===== src/rtl/uart_pkg.sv =====
// Shared UART timing constants and the arbiter state encoding, also used by
// the send_ctrl-style senders that drive uart_send.
package uart_pkg;

    localparam int CYCLES_PER_BIT = 10416;
    localparam int CHAR_BITS      = 10;
    localparam int CHAR_CYCLES    = CYCLES_PER_BIT * CHAR_BITS;

    typedef enum logic [1:0] {
        IDLE = 2'b00,
        SEND = 2'b01,
        WAIT = 2'b10
    } state_e;

endpackage


===== src/rtl/uart_char_timer.sv =====
// Character-time counter: counts 0..CHAR_CYCLES-1 while en is high and pulses
// done on the terminal count, wrapping back to zero.
module uart_char_timer #(
    parameter int CHAR_CYCLES = 104160
) (
    input  logic clk,
    input  logic rst,
    input  logic start,
    input  logic en,
    output logic done
);

    localparam int CW = (CHAR_CYCLES > 1) ? $clog2(CHAR_CYCLES) : 1;
    localparam logic [CW-1:0] TERM = CW'(CHAR_CYCLES - 1);

    logic [CW-1:0] char_cnt_q, char_cnt_d;

    assign done = en && (char_cnt_q == TERM);

    always_comb begin
        char_cnt_d = char_cnt_q;
        if (start) begin
            char_cnt_d = '0;
        end else if (en) begin
            char_cnt_d = done ? '0 : char_cnt_q + 1'b1;
        end
    end

    always_ff @(posedge clk or negedge rst) begin
        if (!rst) begin
            char_cnt_q <= '0;
        end else begin
            char_cnt_q <= char_cnt_d;
        end
    end

endmodule


===== src/rtl/uart_tx_arbiter.sv =====
// Round-robin packet arbiter in front of a single uart_send. Each byte gets one
// tx_valid pulse followed by a full character time before the next decision.
module uart_tx_arbiter
    import uart_pkg::*;
#(
    parameter int CYCLES_PER_BIT = uart_pkg::CYCLES_PER_BIT,
    parameter int CHAR_BITS      = uart_pkg::CHAR_BITS,
    parameter int LOCK_TIMEOUT   = 1000000
) (
    input  logic        clk,
    input  logic        rst,
    input  logic [1:0]  req_valid,
    input  logic [15:0] req_data,
    input  logic [1:0]  req_last,
    output logic [1:0]  req_ack,
    output logic [7:0]  tx_data,
    output logic        tx_valid,
    output logic        busy,
    output logic        owner,
    output logic        lock,
    output state_e      dbg_state
);

    localparam int CHAR_CYC = CYCLES_PER_BIT * CHAR_BITS;
    localparam int LW       = (LOCK_TIMEOUT > 1) ? $clog2(LOCK_TIMEOUT) : 1;
    localparam logic [LW-1:0] LOCK_TERM = LW'(LOCK_TIMEOUT - 1);

    state_e          state_q, state_d;
    logic [7:0]      tx_data_q, tx_data_d;
    logic            tx_valid_q, tx_valid_d;
    logic [1:0]      req_ack_q, req_ack_d;
    logic            owner_q, owner_d;
    logic            lock_q, lock_d;
    logic            busy_q, busy_d;
    logic [LW-1:0]   lock_cnt_q, lock_cnt_d;
    logic            sel, sel_ok, timer_done;

    uart_char_timer #(.CHAR_CYCLES(CHAR_CYC)) u_char_timer (
        .clk   (clk),
        .rst   (rst),
        .start (state_q == SEND),
        .en    (state_q == WAIT),
        .done  (timer_done)
    );

    // Handshake: req_valid[i] holds its byte stable until a one-cycle
    // req_ack[i]; requests are only sampled in IDLE, never during SEND/WAIT.
    always_comb begin
        sel    = 1'b0;
        sel_ok = 1'b0;
        if (lock_q) begin
            sel    = owner_q;
            sel_ok = req_valid[owner_q];
        end else begin
            case (req_valid)
                2'b01:   begin sel = 1'b0;     sel_ok = 1'b1; end
                2'b10:   begin sel = 1'b1;     sel_ok = 1'b1; end
                2'b11:   begin sel = ~owner_q; sel_ok = 1'b1; end
                default: begin sel = 1'b0;     sel_ok = 1'b0; end
            endcase
        end
    end

    always_comb begin
        state_d    = state_q;
        tx_data_d  = tx_data_q;
        tx_valid_d = 1'b0;
        req_ack_d  = 2'b00;
        owner_d    = owner_q;
        lock_d     = lock_q;
        lock_cnt_d = lock_cnt_q;
        case (state_q)
            IDLE: begin
                if (sel_ok) begin
                    tx_data_d  = sel ? req_data[15:8] : req_data[7:0];
                    owner_d    = sel;
                    lock_d     = ~req_last[sel];
                    lock_cnt_d = '0;
                    tx_valid_d = 1'b1;
                    req_ack_d  = sel ? 2'b10 : 2'b01;
                    state_d    = SEND;
                end else if (lock_q) begin
                    // Abandoned packet: release the lock but keep owner, so
                    // the other requester wins the next contention.
                    if (lock_cnt_q == LOCK_TERM) begin
                        lock_d     = 1'b0;
                        lock_cnt_d = '0;
                    end else begin
                        lock_cnt_d = lock_cnt_q + 1'b1;
                    end
                end else begin
                    lock_cnt_d = '0;
                end
            end
            SEND:    state_d = WAIT;
            WAIT:    if (timer_done) state_d = IDLE;
            default: state_d = IDLE;
        endcase
        busy_d = (state_d != IDLE) || lock_d;
    end

    always_ff @(posedge clk or negedge rst) begin
        if (!rst) begin
            state_q    <= IDLE;
            tx_data_q  <= '0;
            tx_valid_q <= 1'b0;
            req_ack_q  <= 2'b00;
            owner_q    <= 1'b1;
            lock_q     <= 1'b0;
            busy_q     <= 1'b0;
            lock_cnt_q <= '0;
        end else begin
            state_q    <= state_d;
            tx_data_q  <= tx_data_d;
            tx_valid_q <= tx_valid_d;
            req_ack_q  <= req_ack_d;
            owner_q    <= owner_d;
            lock_q     <= lock_d;
            busy_q     <= busy_d;
            lock_cnt_q <= lock_cnt_d;
        end
    end

    assign tx_data   = tx_data_q;
    assign tx_valid  = tx_valid_q;
    assign req_ack   = req_ack_q;
    assign owner     = owner_q;
    assign lock      = lock_q;
    assign busy      = busy_q;
    assign dbg_state = state_q;

endmodule


===== config.mk =====
export PLATFORM = sky130hd
export DESIGN_NAME = uart_tx_arbiter
export DESIGN_NICKNAME = d
export VERILOG_FILES = /design/src/rtl/uart_pkg.sv /design/src/rtl/uart_char_timer.sv /design/src/rtl/uart_tx_arbiter.sv
export SDC_FILE = /design/constraint.sdc
export NUM_CORES = 1
export LEC_CHECK = 0
export ABC_AREA = 1
export CAP_MARGIN = 20
export CORE_MARGIN = 3
export CORE_UTILIZATION = 56
export DETAILED_ROUTE_END_ITERATION = 10
export GPL_TIMING_DRIVEN = 0
export HOLD_SLACK_MARGIN = 0.08
export PLACE_DENSITY = 0.9
export SLEW_MARGIN = 20
export SYNTH_ARGS = -nofsm -noshare
export SYNTH_HDL_FRONTEND = slang
export SYNTH_SLANG_ARGS = --single-unit

===== constraint.sdc =====
create_clock -name clk -period 2 [get_ports clk]
set_clock_uncertainty 0.15 [all_clocks]
set_input_delay 0.2 -clock clk [delete_from_list [all_inputs] [get_ports clk]]
set_output_delay 0.2 -clock clk [all_outputs]
set_load 0.05 [all_outputs]

# Word level (Yosys, flattened, before mapping)
# Cells that the tools add are included.
# Widths: inputs -> output; s select.
[totals]
ram_bits = 0
latchBits = 0
mem_bits_ro = 0
input_bits = 22
ff_bits = 53
out_inout_bits = 16
n_memories = 0
[classes]
eq_ne = 7
n_div = 0
n_bitwise = 2
shifts = 0
add_sub_neg = 2
magnitude_cmp = 2
reduce_logical = 7
mux = 27
n_mul = 0
[op_table]
columns = ["op", "n"]
rows = [
  ["$mux 20", 3],
  ["$mux 17", 3],
  ["$add 20x1->20 const B", 1],
  ["$eq 20x20->1 const B", 1],
  ["$add 17x1->17 const B", 1],
  ["$eq 17x17->1 const B", 1],
  ["$mux 1", 13],
  ["$mux 2", 5],
  ["$mux 8", 1],
  ["$eq 2x2->1 const B", 3],
  ["$pmux 2 s3", 1],
  ["$eq 2x1->1 const B", 2],
  ["$lt 1x2->1 const B", 2],
  ["$reduce_bool 2->1", 2],
  ["$reduce_or 3->1", 1],
  ["$logic_not 2->1", 1],
  ["$not 1->1", 2],
  ["$pmux 1 s2", 1],
  ["$reduce_and 2->1", 1],
  ["$logic_and 1x1->1", 1],
  ["$logic_or 1x1->1", 1],
]

# Longest topological paths before layout
# Gate-level depths: netlist of run 1.
[depth]
ltp_word = 9
ltp_mapped = 11

# Modules after synthesis
# From an unflattened synthesis of run 1, not the netlist that was laid out.
[unflattened]
cells_unflattened = 408
area_unflattened_um2 = 3036.7
[modules_own_cells]
columns = ["module", "cells_each", "area_each_um2", "instances"]
rows = [
  ["uart_tx_arbiter", 238, 1839.3, 1],
  ["uart_char_timer", 170, 1197.4, 1],
]

# Least setup slack after synthesis of run 1
# OpenSTA, ideal clock, no wires.
[synth_timing]
kind = "reg-to-reg"
from = "reg state_q[0] (netlist: dbg_state[0])"
to = "reg u_char_timer.char_cnt_q[16]"
path_stages_with_launch = 10
setup_time_ps = 117
setup_slack_ps = -110
arrival_ps = 1843
path_cell_list = "dfrtp_1 inv_1 ha_1 nand3_1 nor2_4 nand4_2 nor2_2 nand2_1 o21ai_1 nor2_1"
[synth_via]
elab_chain_len = 5
elab_cells_between_ends = 7
[synth_rtl]
columns = ["element", "line", "rtl"]
rows = [
  ["start, declared", "uart_tx_arbiter.sv:28", "state_e state_q, state_d;"],
  ["start signal, assigned", "uart_tx_arbiter.sv:113", "state_q <= state_d;"],
  ["$eq 2x2->1", "uart_tx_arbiter.sv:42", ".en (state_q == WAIT),"],
  ["$logic_and 1x1->1", "uart_char_timer.sv:18", "assign done = en && (char_cnt_q == TERM);"],
  ["$mux 17", "uart_char_timer.sv:25", "char_cnt_d = done ? '0 : char_cnt_q + 1'b1;"],
  ["$mux 17", "uart_char_timer.sv:24", "end else if (en) begin"],
  ["$mux 17", "uart_char_timer.sv:22", "if (start) begin"],
  ["end signal, assigned", "uart_char_timer.sv:33", "char_cnt_q <= char_cnt_d;"],
  ["end, declared", "uart_char_timer.sv:16", "logic [CW-1:0] char_cnt_q, char_cnt_d;"],
]
# Parallel ways exist; a longest one is shown, timed or not. The select of a mux whose other input is x is not followed.
# A chain may end at the register's enable or synchronous reset.

# Final worst setup path of run 1
[layout_timing]
from = "reg state_q[0] (netlist: dbg_state[0])"
to = "reg lock_cnt_q[11]"
[layout_via]
elab_chain_len = 1
[layout_rtl]
columns = ["element", "line", "rtl"]
rows = [
  ["$logic_not 2->1", "uart_tx_arbiter.sv:72", "case (state_q)"],
  ["end signal, assigned", "uart_tx_arbiter.sv:120", "lock_cnt_q <= lock_cnt_d;"],
  ["end, declared", "uart_tx_arbiter.sv:35", "logic [LW-1:0] lock_cnt_q, lock_cnt_d;"],
]
# No other way between the ends.

==> out/qor.csv, run 1 <==
stage,metric,value,unit
outcome,status,completed,
worst_setup_path,critical_path_required,2060,ps
synthesis,syn_nets,432,
power_and_ir_drop,pwr-share-comb,0.498,
layout,postLayoutCoreUtil,0.704,
floorplan,die_x,79.4,um
sta,hold_viol_final,0,
global_routing,grt-ovfl-total,0,
power_and_ir_drop,irDropWorstVdd,1.05,mV
layout,final_nets,480,
clock_tree,cts_root_buffer,clkbuf_8,
drt,vias,2722,
sta,rsz0062_at_grt,true,
sta,finalCriticalPeriod,1960,ps
synthesis,ys_seq_area_frac,0.440,
floorplan,start_util,0.583,
worst_setup_path,slowest_stage,dfrtp_2,
layout,layout_common_cells,"nand2_1 (105), nor2_1 (65), dfrtp_1 (50)",
worst_setup_path,crit_chain,inv_1 > ha_2 > buf_6 > nand2_2 > nor2_4 > nand2_2 > nor2_4 > nand2_1 > nor2_2 > xor2_1 > nor2_1,
synthesis,postSynthCellCount,404,
worst_setup_path,worst_setup_path_end_kind,flop,
drt,dr.first_iter.drc_count,138,
layout,diodes,0,
clock_tree,cts_buffers,5,
drt,wl_per_cell,13.5,um
sta,slew_headroom,0.541,
flow_run,drv_cap,0,
sta,report.final.slew_viol_count,0,
sta,worst_slew_pin_slew,689,ps
drt,via_per_inst,5.20,
worst_setup_path,reg2regPathDepth,11,
global_routing,grtUsageTotal,0.232,
worst_setup_path,cp_top_family,simple AND/OR/NAND/NOR gates,
synthesis,avgSynthCellArea,7.47,sq um
synthesis,synth_ff_type,dfrtp_1,
global_routing,grt_pass1_wl,11600,um
min_path,holdPathEnd,tx_data[3],
power_and_ir_drop,p_clk_frac,0.154,
power_and_ir_drop,internal-power,0.00226,W
clock_tree,tritoncts,yes,
layout,area_growth,20.6,%
drt,drc,0,
floorplan,die_y,79.4,um
power_and_ir_drop,seq_power_share,0.348,
synthesis,ys_warn_count,0,
floorplan,core-area,5170,sq um
clock_tree,clk_latency,310,ps
sta,fin_ws,43.5,ps
clock_tree,numClockSinks,53,
worst_setup_path,cp-start-kind,flop,
sta,setup_viol,0,
synthesis,synthesis.area,3020,sq um
power_and_ir_drop,p_sw,0.00193,W
floorplan,rows,26,
power_and_ir_drop,swShare,0.461,
clock_tree,htree_num_levels,2,
power_and_ir_drop,p_per_area,1150,nW/um^2
min_path,holdPathStages,3,
sta,post-route-period-util,0.978,
floorplan,dieArea,6310,sq um
layout,final_common_cell,nand2_1,
layout,fill_cells,396,
placement,port_buffers,37,
placement,placed_area,3480,sq um
worst_setup_path,path_buf_inv,2,
sta,fmax,511,MHz
clock_tree,clk_pin_slew,100,ps
worst_setup_path,critPathMaxFanout,8,
synthesis,synth-edff-count,0,
worst_setup_path,arrival,2020,ps
min_path,min-delay-start,req_data[3],
clock_tree,clockBufferDepth,2,
synthesis,yosysUniqueCellTypes,32,
sta,tns,0,ps
worst_setup_path,reg2reg_to,lock_cnt_q[11],
placement,place_ws,36.0,ps
global_routing,antenna_found_initial,0,
floorplan,ioPinCount,38,
power_and_ir_drop,power,0.00419,W
worst_setup_path,timing_worst_setup_path_type,reg -> reg,
power_and_ir_drop,p_leak,1.66,nW
synthesis,async_reset_ff_frac,1.00,
worst_setup_path,reg2reg_setup_slack,40,ps
layout,final_area,3640,sq um
placement,hpwl,5160,um
layout,drive_gt1_frac,0.110,
drt,ant_nets,0,
worst_setup_path,crit_path_start,dbg_state[0],
global_routing,first_global_vias,2743,
placement,gp_congestion,0.898,
global_routing,grt_max_degree,54,
worst_setup_path,slowest_delay,440,ps
worst_setup_path,r2r_start,dbg_state[0],
min_path,worstHoldPathType,in -> reg,
drt,wl,7050,um
drt,drt-pass1-iter-count,4,
synthesis,synth_seq_cells,53,
-- routing by layer --
layer  GRT usage  wire length (um)
met1       0.263              3040
met2       0.428              3660
met3      0.0463               229
met4      0.0876               125
met5           0                 0
-- synth_stat cells (2+ instances only) --
master / number / area (sq um)
a21oi_1: 10 / 50.1
nor2_4: 5 / 56.3
nor2_2: 3 / 18.8
nand4_1: 11 / 68.8
dfrtp_1: 52 / 1300
buf_2: 2 / 10.0
nor3_1: 8 / 40.0
inv_1: 50 / 188
nand2_2: 6 / 37.5
a21boi_0: 3 / 22.5
nand3_1: 29 / 145
o21ai_0: 10 / 50.1
nand2_1: 106 / 398
o22ai_1: 2 / 12.5
xnor2_1: 3 / 26.3
a22oi_1: 3 / 22.5
ha_1: 6 / 75.1
nand3b_1: 2 / 15.0
nor2_1: 67 / 251
xor2_1: 9 / 78.8
inv_2: 4 / 15.0
o31ai_1: 3 / 22.5
-- worst reg2reg max path: stages (launching register included) --
cell and delay, ps:
dfrtp_2 440, inv_1 110, ha_2 190, buf_6 130, nand2_2 80, nor2_4 110, nand2_2 90, nor2_4 120
nand2_1 110, nor2_2 110, xor2_1 160, nor2_1 50
-- worst max-delay path by stage --
stage | endpoint | cells past startpoint
6_report | lock_cnt_q[11] | 11
5_1_grt | lock_cnt_q[11] | 11
4_1_cts | lock_cnt_q[11] | 11
3_5_place_dp | lock_cnt_q[11] | 11
3_3_place_gp | dbg_state[1] | 1
2_1_floorplan | u_char_timer.char_cnt_q[16] | 9
-- repair_timing --
action,in CTS,in global routing
hold buffers,1,0
hold endpoints to repair,52,0
gates resized for setup,1,12
pin swaps,0,0
buffers inserted,0,3
setup endpoints to repair,1,21
-- area by class of cell --
type	count	area (sq um)	share of cell area
Inverter	54	203	0.0557
Sequential cell	53	1330	0.365
Clock inverter	2	13.8	0.00378
Tap cell	70	87.6	0.0241
Timing Repair Buffer	41	399	0.110
Multi-Input combinational cell	292	1480	0.408
Buffer	5	40.0	0.0110
Clock buffer	6	82.6	0.0227
-- flip-flops by register name, indices dropped and copies added, names as in the netlist --
signal                   cells
lock_cnt_q                  20
u_char_timer.char_cnt_q     17
tx_data                      8
dbg_state                    2
req_ack                      2
busy                         1
lock                         1
owner                        1
tx_valid                     1
-- metrics by stage --
stage | hold slack [ps] | std cells
floorplan | -246 | 404
global placement | 330 | 511
detailed placement | 140 | 511
CTS | 278 | 520
global route | 285 | 523
finish | 277 | 523
-- power by group through the flow --
stage	Sequential [W]	Combinational, W	Clock [W]
global placement	0.00147	0.00195	0
detailed placement	0.00148	0.00201	0
global route	0.00148	0.00226	0.000692
finish	0.00146	0.00208	0.000647
CTS	0.00146	0.00202	0.000658
floorplan	0.00198	0.000854	0
-- cell families (layout without fill, tap and decap cells) --
family | count (synthesis) | count (layout) | synth area share
AND/OR/NAND/NOR | 240 | 240 | 0.354
buffers and inverters | 59 | 108 | 0.0792
flip-flops | 53 | 53 | 0.440
AO/OA/AOI/OAI | 34 | 34 | 0.0667
XOR/XNOR | 12 | 12 | 0.0348
adder cells (fa/ha/maj) | 6 | 6 | 0.0249
No activity file was read; power rests on OpenSTA's default activity.
==> run 2: changes to the inputs <==
- CAP_MARGIN: 20 -> 25
==> results of run 2 <==
Same layout as run 1: the final DEF is identical, and so are final timing and power.
